$ cat config.mk
export PLATFORM = sky130hd
export DESIGN_NAME = pair_proc
export DESIGN_NICKNAME = d
export VERILOG_FILES = /design/src/rtl/pair_proc.sv
export SDC_FILE = /design/constraint.sdc
export NUM_CORES = 1
export LEC_CHECK = 0
export BUFFER_PORTS_ARGS = -buffer_cell sky130_fd_sc_hd__buf_2
export CAP_MARGIN = 20
export CORE_UTILIZATION = 40
export CTS_CLUSTER_DIAMETER = 100
export DETAILED_ROUTE_END_ITERATION = 8
export PLACE_DENSITY = 0.53
export SYNTH_ARGS = -nofsm -noshare
export SYNTH_HDL_FRONTEND = slang
export SYNTH_SLANG_ARGS = --single-unit
$ cat constraint.sdc
create_clock -name clk -period 4.4 [get_ports clk]
set_input_delay 0.88 -clock clk [delete_from_list [all_inputs] [get_ports clk]]
set_output_delay 0.88 -clock clk [all_outputs]
set_load 0.01 [all_outputs]
$ cat src/rtl/pair_proc.sv
// rtl/pair_proc.sv - frame loader with pairwise arithmetic and registered result RAM
module pair_proc #(
    parameter int W     = 8,
    parameter int DEPTH = 8
) (
    input  logic                           clk,
    input  logic                           reset,
    input  logic                           in_valid,
    output logic                           in_ready,
    input  logic [W-1:0]                   in_data,
    input  logic [1:0]                     mode,
    output logic                           busy,
    output logic                           done,
    output logic                           ovf,
    input  logic [$clog2(DEPTH/2)-1:0]     rd_addr,
    output logic [W-1:0]                   rd_data
);

    localparam int AW = $clog2(DEPTH);
    localparam int RW = $clog2(DEPTH / 2);

    typedef enum logic [1:0] {
        IDLE = 2'd0,
        LOAD = 2'd1,
        PROC = 2'd2,
        DONE = 2'd3
    } state_t;

    state_t          state_q;
    state_t          state_d;

    logic [AW-1:0]   load_cnt;
    logic [AW:0]     proc_cnt;
    logic [1:0]      mode_q;
    logic            accept;

    logic [W-1:0]    ram_a [DEPTH];
    logic [W-1:0]    ram_b [DEPTH/2];
    logic [AW-1:0]   wr_addr_a;
    logic [W-1:0]    rd_word_q;
    logic [W-1:0]    dly_word_q;

    logic [W-1:0]    op_a;
    logic [W-1:0]    op_b;
    logic [W:0]      pair_sum;
    logic            a_gt_b;
    logic [W-1:0]    abs_diff;
    logic [W-1:0]    pair_res;
    logic            pair_carry;
    logic            pair_we;
    logic [AW-1:0]   pair_half;
    logic [RW-1:0]   pair_addr;

    assign accept = in_valid & in_ready;

    // Next-state logic and state-decoded handshake/status outputs
    always_comb begin
        state_d  = state_q;
        in_ready = 1'b0;
        busy     = 1'b0;
        done     = 1'b0;
        case (state_q)
            IDLE: begin
                in_ready = 1'b1;
                if (accept) begin
                    state_d = LOAD;
                end
            end
            LOAD: begin
                in_ready = 1'b1;
                if (accept && (load_cnt == AW'(DEPTH - 1))) begin
                    state_d = PROC;
                end
            end
            PROC: begin
                busy = 1'b1;
                if (proc_cnt == (AW + 1)'(DEPTH)) begin
                    state_d = DONE;
                end
            end
            DONE: begin
                busy    = 1'b1;
                done    = 1'b1;
                state_d = IDLE;
            end
            default: begin
                state_d = IDLE;
            end
        endcase
    end

    // State register, load/process counters, latched mode and sticky overflow
    always_ff @(posedge clk or negedge reset) begin
        if (!reset) begin
            state_q  <= IDLE;
            load_cnt <= '0;
            proc_cnt <= '0;
            mode_q   <= 2'd0;
            ovf      <= 1'b0;
        end else begin
            state_q <= state_d;
            case (state_q)
                IDLE: begin
                    proc_cnt <= '0;
                    if (accept) begin
                        load_cnt <= AW'(1);
                        mode_q   <= mode;
                        ovf      <= 1'b0;
                    end
                end
                LOAD: begin
                    proc_cnt <= '0;
                    if (accept) begin
                        // DEPTH is a power of two, so the last beat wraps this to 0
                        load_cnt <= load_cnt + AW'(1);
                    end
                end
                PROC: begin
                    proc_cnt <= proc_cnt + (AW + 1)'(1);
                    if (pair_we && pair_carry) begin
                        ovf <= 1'b1;
                    end
                end
                DONE: begin
                    proc_cnt <= '0;
                end
                default: begin
                    proc_cnt <= '0;
                end
            endcase
        end
    end

    // The first beat of a frame always lands in A[0], whatever the counter says
    assign wr_addr_a = (state_q == IDLE) ? '0 : load_cnt;

    // Sample RAM write port (contents are deliberately not reset)
    always_ff @(posedge clk) begin
        if (accept) begin
            ram_a[wr_addr_a] <= in_data;
        end
    end

    // Synchronous sample read plus one-word delay so each pair is visible together
    always_ff @(posedge clk) begin
        if (state_q == PROC) begin
            rd_word_q  <= ram_a[proc_cnt[AW-1:0]];
            dly_word_q <= rd_word_q;
        end
    end

    // Pair arithmetic: a is the older (even) sample, b the newer (odd) one
    always_comb begin
        op_a       = dly_word_q;
        op_b       = rd_word_q;
        pair_sum   = {1'b0, op_a} + {1'b0, op_b};
        a_gt_b     = (op_a > op_b);
        abs_diff   = a_gt_b ? (op_a - op_b) : (op_b - op_a);
        pair_res   = pair_sum[W-1:0];
        pair_carry = 1'b0;
        case (mode_q)
            2'd0: begin
                if (a_gt_b) begin
                    pair_res = op_a - op_b;
                end else begin
                    pair_res   = pair_sum[W-1:0];
                    pair_carry = pair_sum[W];
                end
            end
            2'd1: begin
                pair_res = abs_diff;
            end
            2'd2: begin
                pair_res   = pair_sum[W] ? {W{1'b1}} : pair_sum[W-1:0];
                pair_carry = pair_sum[W];
            end
            default: begin
                pair_res   = pair_sum[W-1:0];
                pair_carry = pair_sum[W];
            end
        endcase
    end

    // A pair is complete on every even, non-zero process count; B index is count/2-1
    assign pair_we   = (state_q == PROC) && (proc_cnt != '0) && !proc_cnt[0];
    assign pair_half = proc_cnt[AW:1] - AW'(1);
    assign pair_addr = pair_half[RW-1:0];

    // Result RAM write port (holds the last frame until the next PROC overwrites it)
    always_ff @(posedge clk) begin
        if (pair_we) begin
            ram_b[pair_addr] <= pair_res;
        end
    end

    // Registered result read; a same-cycle write is not forwarded
    always_ff @(posedge clk or negedge reset) begin
        if (!reset) begin
            rd_data <= '0;
        end else begin
            rd_data <= ram_b[rd_addr];
        end
    end

endmodule

* After elaboration in Yosys (flattened, before gate mapping)
Memory sizes are Yosys's and may differ from the RTL's. A register that Yosys moved wholly into a read port is not among the register bits. Cells that the tools add are included.
Storage, ports and cells: memories 2, logic and storage cells 71, flip-flop bits (word level) 20, memory bits (writable) 96, input bits 15, output and inout bits 12
Operators by class: bitwise operators 1, $add $sub $neg 6, reduce and logical (&&, ||, !) cells 18, order comparisons 1, eq/ne operators 12, mux-type cells 25
Memory list:
- ram_a | words 8, bits a word 8, read ports 1, clocked after Yosys merged registers in 1, wr ports 1, RTL line 37 | logic [W-1:0] ram_a [DEPTH];
- ram_b | words 4, bits a word 8, read ports 1, clocked after Yosys merged registers in 1, wr ports 1, RTL line 38 | logic [W-1:0] ram_b [DEPTH/2];
Operators by type and width (number):
- $mux 8 | 3
- $pmux 8 s3 | 1
- $sub 8x8->8 | 2
- $mux 1 | 10
- $ne 2x2->1 const B | 5
- $add 8x8->9 | 1
- $mux 3 | 3
- $reduce_and 3->1 | 3
- $gt 8x8->1 | 1
- $pmux 2 s4 | 1
- $pmux 4 s2 | 1
- $eq 2x2->1 const B | 3
- $mux 2 | 3
- $pmux 3 s2 | 1
- $add 4x1->4 const B | 1
- $eq 2x1->1 const B | 2
- $eq 4x4->1 const B | 1
- $logic_and 1x1->1 | 4
- $logic_not 2->1 | 2
- $pmux 1 s2 | 2
- $reduce_bool 2->1 | 2
- $reduce_bool 4->1 | 1
- $reduce_or 2->1 | 2
- $add 3x1->3 const B | 1
- 6 further kinds | 7

* Depth between registers and ports, before layout
Gate-level depths: netlist of the first run.
depth in word-level cells 7, depth in mapped cells 11, mapped depth without buffers 10

* Worst setup path after synthesis of the first run
OpenSTA, ideal clock, no wires.
path type reg-to-reg, start point reg dly_word_q[0], end point mem ram_b[0][5], data pin, arrival time 2.411 ns, period minus slack after synthesis 2.678 ns, data required time 4.134 ns, path slack 1.722 ns, buffers on the path 0, library setup time 0.266 ns, stages on the path, launching flop included 9, cell sequence edfxtp_1 ha_1 fa_1 nand2b_1 a21oi_1 a2111o_1 nand3_1 or3b_2 a32o_1
Between the ends: cells in the longest elaborated chain, start to end 3, elaborated cells on any way between the ends 8, those cells by class 3 x add/sub; 1 x order compare; 4 x mux
RTL lines:
- start, declared | RTL line 41 | logic [W-1:0] dly_word_q;
- start signal, assigned | RTL line 148 | dly_word_q <= rd_word_q;
- $add 8x8->9, or another cell as far along | RTL line 156 | pair_sum = {1'b0, op_a} + {1'b0, op_b};
- $mux 8 (on tied branches) | RTL line 174, 158, 163
- $pmux 8 s3 * | RTL line 161 | case (mode_q)
- via pair_res[5] | RTL line 48 | logic [W-1:0] pair_res;
- end, declared | RTL line 38
Mark *: on every way through the listed nets, which the timed path passes. The rest lies on a longest branch.

* Worst setup path after layout of the first run
start point reg rd_word_q[4], in the netlist op_b[4], read port of ram_a, end point mem ram_b[1][2], data pin
Between the ends: cells in the longest elaborated chain, start to end 3, elaborated cells on any way between the ends 6, those cells by class 1 x add/sub; 1 x order compare; 4 x mux
RTL lines:
- start, declared | RTL line 40 | logic [W-1:0] rd_word_q;
- $add 8x8->9 or $gt 8x8->1 (tied branches) | RTL line 156, 157
- $mux 8 (on tied branches) | RTL line 174, 158, 163
- $pmux 8 s3 * | RTL line 161
- via pair_res[2] | RTL line 48
Marked as above.

==> results of run 1 <==
==> layout make-up <==
| type | instances | share of cell area, % |
|---|---|---|
| flip-flops and latches | 132 | 53.6 |
| multi-input cells | 265 | 30.8 |
| clock buffers | 20 | 6.06 |
| well taps | 211 | 3.67 |
| repair buffers | 32 | 2.43 |
| clock inverters | 12 | 1.84 |
| inverters | 30 | 1.56 |
==> per-stage QoR <==
| stage | worst slack [ns] | instance area [µm²] | util, % | instances |
|---|---|---|---|---|
| final | 1.28 | 7200 | 47.2 | 702 |
| after global routing | 1.03 | 7200 | 47.2 | 702 |
| after CTS | 1.30 | 7200 | 47.2 | 702 |
| after detailed placement | 1.31 | 6630 | 43.5 | 670 |
| after global placement | 1.49 | 6630 | 43.5 | 670 |
| after floorplan | 1.72 | 6280 | - | 446 |
==> Yosys cell counts, drive strengths merged (4+ instances only) <==
master / count
inv: 30
mux4: 24
nor3: 8
and2: 4
xor2: 5
o21a: 5
nand2: 38
dfrtp: 20
buf: 9
o21ai: 20
clkbuf: 10
o211ai: 4
and3: 5
nand2b: 7
nor2b: 5
mux2: 5
edfxtp: 112
ha: 31
nand3: 11
or2: 4
nor2: 20
a21oi: 19
==> state kept, by name (all words and copies together) (netlist names) <==
register / cells
ovf: 1
mode_q: 2
ram_a: 64
ram_b: 32
op_b: 8
rd_data: 8
proc_cnt: 4
dly_word_q: 8
state_q: 2
load_cnt: 3
==> power by group through the flow <==
stage | clock (mW) | sequential, mW | combinational (mW)
final | 1.36 | 1.86 | 1.93
after global routing | 1.44 | 1.89 | 2.19
after CTS | 1.39 | 1.87 | 1.95
after detailed placement | 0 | 1.89 | 1.95
after global placement | 0 | 1.88 | 1.94
after floorplan | 0 | 1.82 | 1.50
==> worst min path at each step <==
| stage | startpoint | to | cells after the start |
|---|---|---|---|
| after floorplan | op_b[7] | dly_word_q[7] | 0 |
| after global placement | op_b[6] | dly_word_q[6] | 0 |
| after detailed placement | op_b[6] | dly_word_q[6] | 0 |
| after CTS | reset | rd_data[6] | 1 |
| after global routing | reset | rd_data[6] | 1 |
| final | reset | rd_data[6] | 1 |
==> logic make-up after synthesis <==
family | after synthesis
muxes | 29
xor gates and xnor gates | 7
adders and majority gates | 34
DFF | 132
and+or+nand+nor | 117
AOI/OAI and AO/OA | 78
buffers and inverters | 49
==> metal layers <==
metal | global-route usage (%) | vias up
met5 | 0 | -
met4 | 8.89 | 0
met3 | 4.10 | 18
met2 | 27.8 | 77
met1 | 22.4 | 1805
li1 | - | 1747
==> layout by cell type, fill, tap and decap left out, drive strengths merged, types with 6 or more instances in the layout <==
cell type,n
nand2b,7
nor2,20
clkbuf,20
buf,32
nand3,11
nor3,8
inv,31
edfxtp,112
a21oi,19
dfrtp,20
mux4,24
nand2,38
clkinv,6
o21ai,20
ha,31
==> worst max-delay path: cells and delay by family (launching register included) <==
kind	cells	cell delay, ns
compound gates	3	0.95
simple gates	2	0.51
mux	1	0.37
fa+ha+maj	1	0.60
flops	1	0.45
==> impl_metrics.tcl, run 1 <==
set metrics [dict create \
    status "complete, no violations" \
    synth_area_leaders "edfxtp_1, mux4_2, dfrtp_1, ha_1, nand2_1" \
    grt.overflow.total 0 \
    core_area_um2 15300 \
    grt_usage_pct 17.5 \
    p_int_mw 3.31 \
    clk_latency_ns 0.43 \
    fp-row-count 45 \
    synth-seq-cells 132 \
    power.density_nw_per_um2 716 \
    crit_type "flip-flop to flip-flop" \
    nFillCells 1311 \
    yosys_warnings 0 \
    die_area_um2 16200 \
    synthAdderAreaFrac_pct 7.13 \
    clkPwrFrac_pct 26.4 \
    startpoint "op_b[4]" \
    ys.flop_type "edfxtp_1" \
    synth_xor_area_share_pct 0.976 \
    end_kind "flip-flop" \
    cp-endpoint "ram_b[1][2]" \
    synth_cell_types 55 \
    root_buffer "clkbuf_16" \
    fp.dieH_um 127 \
    dieWidth_um 127 \
    synth_top_family_by_area "multiplexers" \
    combPwrFrac_pct 37.5 \
    synthToLayoutAreaGrowth_pct 14.7 \
    synth_top_area_cell "edfxtp_1" \
    antenna_cells 0 \
    crit_required_ns 4.56 \
    layout.nets 527 \
    syn_avg_cell_area_um2 14.1 \
    tightest_slew_ns 0.944 \
    synth-compound-area-share_pct 8.31 \
    fin_tns_setup_ns 0 \
    max-clock-path-buffers 2 \
    area.sequential_um2 3860 \
    irDropWorstVdd_uv 316 \
    highest_layer "met4" \
    worstRegToRegCells 7 \
    p_total_mw 5.15 \
    cp_max_fo 14 \
    hold_viol 0 \
    whs_ns 0.414 \
    initial_core_util_pct 41.2 \
    htree_levels 4 \
    grt_max_degree 24 \
    via_count 3647 \
    antenna_found_initial 0 \
    gp_congestion 0.813 \
    place.port_buffers 26 \
    grt_pass1_wl_mm 20.7 \
    drt-pass1-iter-count 4 \
    post-route-period-util_pct 70.9 \
    leakagePower_nw 2.67 \
    setup_viol_count_final 0 \
    max_cap_viol_count 0 \
    wl_met2_mm 6.08 \
    synth-async-reset-ratio_pct 15.2 \
    swShare_pct 35.8 \
    synth_top_area_share_pct 53.5 \
    worstReg2RegEnd "ram_b[1][2]" \
    cts-buffers-inserted 17 \
    slew_headroom_pct 36.9 \
    synth_edf_count 112 \
    slowest_stage "ha_1" \
    synth_cells 446 \
    ys_seq_area_share_pct 61.5 \
    ant_nets 0 \
    wire_per_inst_um 17.8 \
    p_switching_mw 1.84 \
    max_clock_freq_mhz 321 \
    synth-simple-area-share_pct 9.32 \
    synthesis.area_um2 6280 \
    reg2reg_from "op_b[4]" \
    slew_viol_final 0 \
    drt_iter0_drc 273 \
    hold_buffers 0 \
    cp_cell_sequence "ha_1 > nand2_2 > or3_1 > o21a_1 > o21ai_0 > a221o_1 > mux2_2" \
    cp_data_arrival_time_ns 3.28 \
    rsz0062_at_grt "no" \
    wl_met3_um 448 \
    grt_pass1_vias 3746 \
    wirelength_met1_mm 5.69 \
    fin_skew_ns 0.0232 \
    cts_tree "done" \
    clk_pin_slew_ns 0.06 \
    cts.sinks 132 \
    postCtsSetupRepairBufs 0 \
    hold_class "input pin to async pin" \
    place_hpwl_mm 8.52 \
    ios 27 \
    syn_nets 495 \
    drive_above_1_share_pct 20.8 \
    wirelength_mm 12.5 \
    drt-vias-per-instance 5.20 \
    post_cts_resize_count 0 \
    drc_errors 0 \
    cpPeakStageDelay_ns 0.60 \
    r2r_setup_slack_ns 1.28 \
    multiInputGateArea_um2 2220 \
    synthMuxAreaShare_pct 9.50 \
    period_minus_slack_ns 3.12 \
    start_kind "flip-flop" \
    p_seq_share_pct 36.2 \
]
No activity file was read; power rests on OpenSTA's default activity.
==> run 2, diff against run 1 <==
Settings changed: PLACE_DENSITY 0.53 to 0.55.
Clock period 4.4 ns to 2.5 ns, I/O delays scaled along.
==> impl_metrics.tcl, run 2 (synthesized netlist as in run 1, its figures left out) <==
set metrics [dict create \
    antenna_cells 0 \
    rsz0062_at_grt "yes" \
    crit_cells 8 \
    fin_skew_ns 0.0149 \
    r2r_setup_slack_ns -0.11 \
    setup_viol_count_final 28 \
    worstReg2RegEnd "ram_b[3][5]" \
    via_count 4000 \
    fp-row-count 45 \
    layout.nets 608 \
    cts_tree "done" \
    violations "setup timing" \
    power.density_nw_per_um2 1320 \
    largest_reg_flops 64 \
    crit_type "flip-flop to flip-flop" \
    drt_iter0_drc 268 \
    final_cell_mix "edfxtp_1, buf_4, nand2_1" \
    antenna_found_initial 0 \
    start_kind "flip-flop" \
    drc_errors 0 \
    cpPeakStageDelay_ns 0.48 \
    tightest_slew_ns 0.500 \
    wirelength_mm 13.4 \
    multiInputGateArea_um2 2440 \
    drive_above_1_share_pct 39.2 \
    hold_buffers 0 \
    die_area_um2 16200 \
    max-clock-path-buffers 2 \
    root_buffer "clkbuf_16" \
    irDropWorstVdd_uv 754 \
    core_area_um2 15300 \
    worstRegToRegCells 8 \
    cp_cell_sequence "buf_6 > fa_2 > nand2b_1 > a21oi_2 > a2111o_1 > nand3_2 > or3b_4 > a32o_2" \
    ios 27 \
    slew_headroom_pct 66.6 \
    met1_usage_pct 22.1 \
    slowest_stage "edfxtp_1" \
    grt_pass1_vias 4248 \
    grt.overflow.total 0 \
    cts-buffers-inserted 17 \
    max_cap_viol_count 0 \
    cp_max_fo 4 \
    clk_pin_slew_ns 0.07 \
    grt_pass1_wl_mm 22.0 \
    p_total_mw 10.7 \
    synthToLayoutAreaGrowth_pct 28.7 \
    grt_usage_pct 18.1 \
    use_met3_pct 3.73 \
    leakagePower_nw 3.12 \
    fp.dieH_um 127 \
    regMostFlops "ram_a" \
    post-route-period-util_pct 105 \
    critPathTopFamily "compound AO/OA/AOI/OAI gates" \
    grt.met2_usage_pct 31.7 \
    crit_required_ns 2.66 \
    cp-endpoint "ram_b[3][5]" \
    reg_top3 "ram_a (64), ram_b (32)" \
    fin_ws_ns -0.115 \
    whs_ns 0.0387 \
    status "complete, but fails checks" \
    cts.sinks 132 \
    layout_commonest_cell "edfxtp_1" \
    end_kind "flip-flop" \
    hold_viol 0 \
    cp_num_buf_inv 1 \
    ant_nets 0 \
    wire_per_inst_um 17.1 \
    clk_latency_ns 0.42 \
    grt_busiest_layer "met2" \
    cp_data_arrival_time_ns 2.77 \
    gp_congestion 0.832 \
    initial_core_util_pct 41.2 \
    slew_viol_final 0 \
    reg2reg_from "op_b[1]" \
    startpoint "op_b[1]" \
    place_hpwl_mm 9.36 \
    drt-vias-per-instance 5.11 \
    period_minus_slack_ns 2.61 \
    max_clock_freq_mhz 382 \
    dieWidth_um 127 \
    nFillCells 1262 \
    area.sequential_um2 3860 \
    htree_levels 4 \
    place.port_buffers 26 \
    hold_class "input pin to async pin" \
    drt-pass1-iter-count 4 \
    grt_max_degree 23 \
]
-- run 2: power breakdown --
part	internal [mW]	total, mW	leakage, nW	switching [mW]
logic	2.45	4.99	1.57	2.54
clock network	1.49	2.49	0.287	0.995
registers	3.00	3.20	1.26	0.200
total	6.94	10.7	3.12	3.73
-- run 2: cell type report --
class	count	area share, %
multi-input combinational	265	30.2
sequential	132	47.8
tap	211	3.26
timing repair buffer	113	10.1
inverter	30	1.39
clock inverter	15	2.07
clock buffer	17	5.26
-- run 2: worst min path at each step --
stage | from | endpoint | slack [ns] | depth (start not counted)
after floorplan | reset | load_cnt[0] | 0.20 | 0
after global placement | reset | rd_data[6] | 0.48 | 1
after detailed placement | reset | rd_data[6] | 0.50 | 1
after CTS | reset | load_cnt[1] | 0.05 | 1
after global routing | reset | load_cnt[0] | 0.07 | 1
final | reset | proc_cnt[3] | 0.04 | 1
-- run 2: repair_timing --
item,CTS,global route
endpoints found under the setup margin,28,32
setup buffers,19,3
resized for setup,30,16
pin swaps,16,13
-- run 2: metal layers --
layer / vias up / wire length [µm]
met5: - / 0
met4: 0 / 202
met3: 21 / 411
met2: 81 / 6910
met1: 1991 / 5830
li1: 1907 / -
-- run 2: stage by stage --
| stage | setup slack [ns] | TNS, ns | area [µm²] | instances | utilization (%) |
|---|---|---|---|---|---|
| after global placement | -0.149 | -3.04 | 7160 | 733 | 46.9 |
| final | -0.115 | -2.36 | 8090 | 783 | 53.0 |
| after detailed placement | -0.202 | -4.61 | 7160 | 733 | 46.9 |
| after global routing | -0.198 | -4.84 | 8090 | 783 | 53.0 |
| after CTS | -0.0991 | -1.56 | 8000 | 781 | 52.4 |
| after floorplan | -0.0774 | -0.424 | 6340 | 446 | - |
-- run 2: worst register-to-register path, stage by stage, from the launching register on --
cell and delay, ns:
edfxtp_1 0.48, buf_6 0.18, fa_2 0.37, nand2b_1 0.10, a21oi_2 0.06, a2111o_1 0.45, nand3_2 0.08, or3b_4 0.37
a32o_2 0.27
